[src/rtl/counter_run_ctrl.sv]
// rtl/counter_run_ctrl.sv - run controller owning a bounded, repeatable up/down count register
//
// Ports:
//   clk       - clock, all state on rising edge
//   rst       - asynchronous active-low reset
//   start     - run request, honoured only in IDLE
//   cfg_tc    - terminal count, latched on accepted start
//   cfg_reps  - repetition count, latched on accepted start (0 runs once)
//   cfg_down  - direction, latched on accepted start (0 = up, 1 = down)
//   hold      - freeze the run while high
//   abort     - cancel the run (wins over hold)
//   busy      - high while running
//   ctr       - current count
//   wrap      - one-cycle pulse after each non-final reload
//   done      - one-cycle pulse after the final repetition
//   rep_done  - repetitions completed in the current/last run

module counter_run_ctrl #(
    parameter int WIDTH = 3,
    parameter int REP_W = 4
) (
    input  logic             clk,
    input  logic             rst,
    input  logic             start,
    input  logic [WIDTH-1:0] cfg_tc,
    input  logic [REP_W-1:0] cfg_reps,
    input  logic             cfg_down,
    input  logic             hold,
    input  logic             abort,
    output logic             busy,
    output logic [WIDTH-1:0] ctr,
    output logic             wrap,
    output logic             done,
    output logic [REP_W-1:0] rep_done
);

    typedef enum logic [1:0] {
        ST_IDLE = 2'd0,
        ST_RUN  = 2'd1,
        ST_DONE = 2'd2
    } state_t;

    state_t           state;
    logic [WIDTH-1:0] tc_q;
    logic [REP_W-1:0] reps_q;
    logic             down_q;

    logic [WIDTH-1:0] start_val;
    logic [WIDTH-1:0] end_val;
    logic             at_end;
    logic             last_rep;

    always_comb begin
        start_val = down_q ? tc_q : '0;
        end_val   = down_q ? '0 : tc_q;
        at_end    = (ctr == end_val);
        // reps_q is never 0 once a run is accepted, so this cannot underflow in RUN
        last_rep  = (rep_done == reps_q - REP_W'(1));
    end

    always_ff @(posedge clk or negedge rst) begin
        if (!rst) begin
            state    <= ST_IDLE;
            tc_q     <= '0;
            reps_q   <= '0;
            down_q   <= 1'b0;
            busy     <= 1'b0;
            ctr      <= '0;
            wrap     <= 1'b0;
            done     <= 1'b0;
            rep_done <= '0;
        end else begin
            wrap <= 1'b0;
            done <= 1'b0;
            case (state)
                ST_IDLE: begin
                    if (start) begin
                        tc_q     <= cfg_tc;
                        reps_q   <= (cfg_reps == '0) ? REP_W'(1) : cfg_reps;
                        down_q   <= cfg_down;
                        ctr      <= cfg_down ? cfg_tc : '0;
                        rep_done <= '0;
                        busy     <= 1'b1;
                        state    <= ST_RUN;
                    end
                end
                ST_RUN: begin
                    if (abort) begin
                        ctr   <= '0;
                        busy  <= 1'b0;
                        state <= ST_IDLE;
                    end else if (hold) begin
                        // everything frozen; wrap/done already defaulted low
                    end else if (!at_end) begin
                        ctr <= down_q ? ctr - WIDTH'(1) : ctr + WIDTH'(1);
                    end else if (!last_rep) begin
                        ctr      <= start_val;
                        rep_done <= rep_done + REP_W'(1);
                        wrap     <= 1'b1;
                    end else begin
                        // final terminal: ctr parks on the end value
                        rep_done <= rep_done + REP_W'(1);
                        busy     <= 1'b0;
                        done     <= 1'b1;
                        state    <= ST_DONE;
                    end
                end
                ST_DONE: begin
                    state <= ST_IDLE;
                end
                default: begin
                    state <= ST_IDLE;
                    busy  <= 1'b0;
                end
            endcase
        end
    end

endmodule

[config.mk]
export PLATFORM = sky130hd
export DESIGN_NAME = counter_run_ctrl
export DESIGN_NICKNAME = d
export VERILOG_FILES = /design/src/rtl/counter_run_ctrl.sv
export SDC_FILE = /design/constraint.sdc
export NUM_CORES = 1
export LEC_CHECK = 0
export BUFFER_PORTS_ARGS = -buffer_cell sky130_fd_sc_hd__buf_2
export CORE_ASPECT_RATIO = 1.2
export CORE_MARGIN = 5
export CORE_UTILIZATION = 50
export CTS_BUF_LIST = sky130_fd_sc_hd__clkbuf_8
export DETAILED_ROUTE_END_ITERATION = 6
export PLACE_DENSITY = 0.73
export SLEW_MARGIN = 20
export SYNTH_ARGS = -nofsm -noshare
export SYNTH_HDL_FRONTEND = slang
export SYNTH_SLANG_ARGS = --single-unit
[constraint.sdc]
create_clock -name clk -period 1.7 [get_ports clk]
set_input_delay 0.34 -clock clk [delete_from_list [all_inputs] [get_ports clk]]
set_output_delay 0.34 -clock clk [all_outputs]
set_load 0.1 [all_outputs]
==> reports/metrics.yaml <==
status: "finished, violations left"
violations: "negative setup slack"
end_kind: "flip-flop"
ctsHoldBuffers: 0
instances_no_fill: 183
grt_usage: 0.181
syn-num-nets: 126
cts.sinks: 20
num_vias: 978
crit_slowest_cell: "dfrtp_2"
drv_cap: 0
gr-total-overflow: 0
yosysSeqAreaShare: 0.440
n_fill_cell: 193
routed_via_density: 5.34
drtIter0Drc: 11
n_antenna_cell: 0
wl_met3_um: 112
crit_required_ns: 1.89
insertion_delay_ns: 0.26
cts_tree: "built"
htree_levels: 1
clockBufferDepth: 2
crit_chain: "nand4bb_1 -> o22ai_2 -> buf_4 -> o2111ai_4 -> or3_1 -> a21oi_2"
grt_antenna_before_repair: 0
finalClockSkew_ns: 0.00111
start_kind: "flip-flop"
routedWlPerCell_um: 15.1
rows: 19
cts_made_buffers: 3
cpLargestDelayFamily: "simple AND/OR/NAND/NOR gates"
synthCells: 110
max_freq_mhz: 574
period_needed_ns: 1.74
core_area_um2: 2230
wl_met1_um: 1110
grt_first_pass_wirelength_um: 4540
dp_cells: 170
yosys_warnings: 0
first_global_vias: 1008
place_congestion: 0.909
die_y_um: 62.2
ant_nets: 0
critPathBufInv: 1
io_buffers: 22
clk_pin_slew_worst_paths_ns: 0.07
start_util: 0.509
root_buffer: "clkbuf_8"
critical_path_class: "reg -> reg"
drive_above_1_share: 0.480
leakage_nw: 0.682
die-area_um2: 3330
wl_met2_um: 1450
tightest_slew_ns: 0.485
hold_viol: 0
critPathMaxStageDelay_ns: 0.45
synth_cell_types: 35
nets: 169
grt_setup_unrepaired: "yes"
max-slew-margin-rel: 0.679
finalWorstSetupSlack_ns: -0.0408
grt_max_degree: 21
final.period_utilization: 1.02
dr.pass1.iters: 4
critical_path_peak_fanout: 6
place_hpwl_um: 1880
wirelength_um: 2770
finalSetupViolations: 3
syn_area_um2: 1140
fp.dieW_um: 53.5
avgSynthCellArea_um2: 10.3
slew_viol_final: 0
power_density_nw_per_um2: 2000
io_pins: 23
cp.arrival_ns: 1.93
power.total_mw: 3.09
highest_layer: "met4"
peakVddDrop_v: 0.00129
hp-class: "in -> async"
area_growth_pct: 35.9
ys_seq_elements: 20
drc: 0
[worst register-to-register path, delay by kind of cell (launching register included)]
family	cells	cell delay, ns
AOI/OAI and AO/OA	3	0.50
buffers and inverters	1	0.16
DFF	1	0.45
and+or+nand+nor	2	0.58
[placed cells by master, fill, tap and decap left out, types with 2 or more instances in the layout]
master,count
nand2_1,4
xnor2_1,4
o21ai_0,10
xor2_1,3
mux2_2,6
dfrtp_4,5
a21oi_2,3
a21oi_1,2
inv_1,4
nand3_1,5
clkbuf_8,4
nor2_1,10
nand2b_1,2
a31oi_1,3
nand3b_1,3
dfrtp_1,12
or3_1,2
buf_6,2
xor2_2,2
buf_4,16
inv_2,2
buf_2,22
dfrtp_2,3
nor3_1,3
[path summary, 6_finish.rpt]
kind | depth (start not counted) | startpoint | slack (ns) | end
setup / recovery | 6 | down_q | -0.04 | rep_done[3]
hold / removal | 1 | rst | 0.006 | rep_done[3]
setup reg to reg | 6 | down_q | -0.04 | rep_done[3]
hold reg to reg | 2 | busy | 0.56 | busy
max in group asynchronous | 1 | rst | 1.36 | ctr[2]
min in group clk | 3 | cfg_reps[1] | 0.30 | reps_q[1]
[synthesized netlist by cell type, drive strengths merged]
cell type / count / area share
a21o: 1 / 0.0066
a21oi: 5 / 0.022
a311oi: 1 / 0.0077
a31oi: 3 / 0.017
and2b: 1 / 0.0077
and4: 1 / 0.0077
buf: 2 / 0.014
dfrtp: 20 / 0.44
fa: 1 / 0.018
ha: 2 / 0.022
inv: 6 / 0.020
mux2: 6 / 0.059
nand2: 4 / 0.013
nand2b: 2 / 0.011
nand3: 5 / 0.022
nand3b: 3 / 0.020
nand4: 1 / 0.0055
nand4bb: 1 / 0.0099
nor2: 11 / 0.039
nor2b: 1 / 0.0055
nor3: 3 / 0.013
nor3b: 1 / 0.0066
o2111ai: 1 / 0.023
o21a: 1 / 0.0066
o21ai: 12 / 0.053
o22ai: 1 / 0.011
o31ai: 2 / 0.025
or3: 2 / 0.011
xnor2: 5 / 0.045
xor2: 5 / 0.039
[kinds of logic after synthesis]
logic type,Yosys count,share of synthesized area
muxes,6,0.0594
DFF,20,0.440
AOI/OAI and AO/OA,27,0.172
buffers and inverters,8,0.0341
xor gates and xnor gates,10,0.0836
adders and majority gates,3,0.0396
and+or+nand+nor,36,0.172
[where the power goes]
group / total, mW / internal, mW / switching [mW]
Sequential: 0.881 / 0.671 / 0.210
Clock: 0.369 / 0.207 / 0.162
Combinational: 1.84 / 0.709 / 1.13
[timing repair]
action | 4_1_cts | 5_1_grt
resized for setup | 5 | 9
setup endpoints to repair | 3 | 9
buffers inserted | 6 | 4
pin swaps | 7 | 6
cloned | 0 | 0
[routing by layer]
layer  up-vias  track usage
li1        471            -
met1       474        0.223
met2        22        0.299
met3        11       0.0335
met4         0       0.0735
met5         -            0
[state kept, by name, summed over array words and instances (netlist names)]
name      flops
done          1
state         2
tc_q          3
ctr           3
busy          1
reps_q        4
down_q        1
rep_done      4
wrap          1
[through the flow]
stage	instance area [um2]	setup TNS (ns)	setup WS [ns]	hold slack (ns)	util
after floorplan	1160	-0.217	-0.0974	0.0444	-
after detailed placement	1360	-0.0830	-0.0590	0.309	0.608
after CTS	1490	-0.0492	-0.0303	0.0254	0.665
after global routing	1550	-0.815	-0.156	0.0473	0.691
final	1550	-0.0515	-0.0408	0.00586	0.691
after global placement	1360	0	0.0141	0.306	0.608
[cell type report]
class / instances / area (um2) / area share
tap: 31 / 38.8 / 0.0251
timing repair buffer: 40 / 253 / 0.164
multi-input combinational: 82 / 653 / 0.423
inverter: 6 / 22.5 / 0.0146
clock buffer: 4 / 55.1 / 0.0356
sequential: 20 / 523 / 0.338
Power figures use the tool's default switching activity.
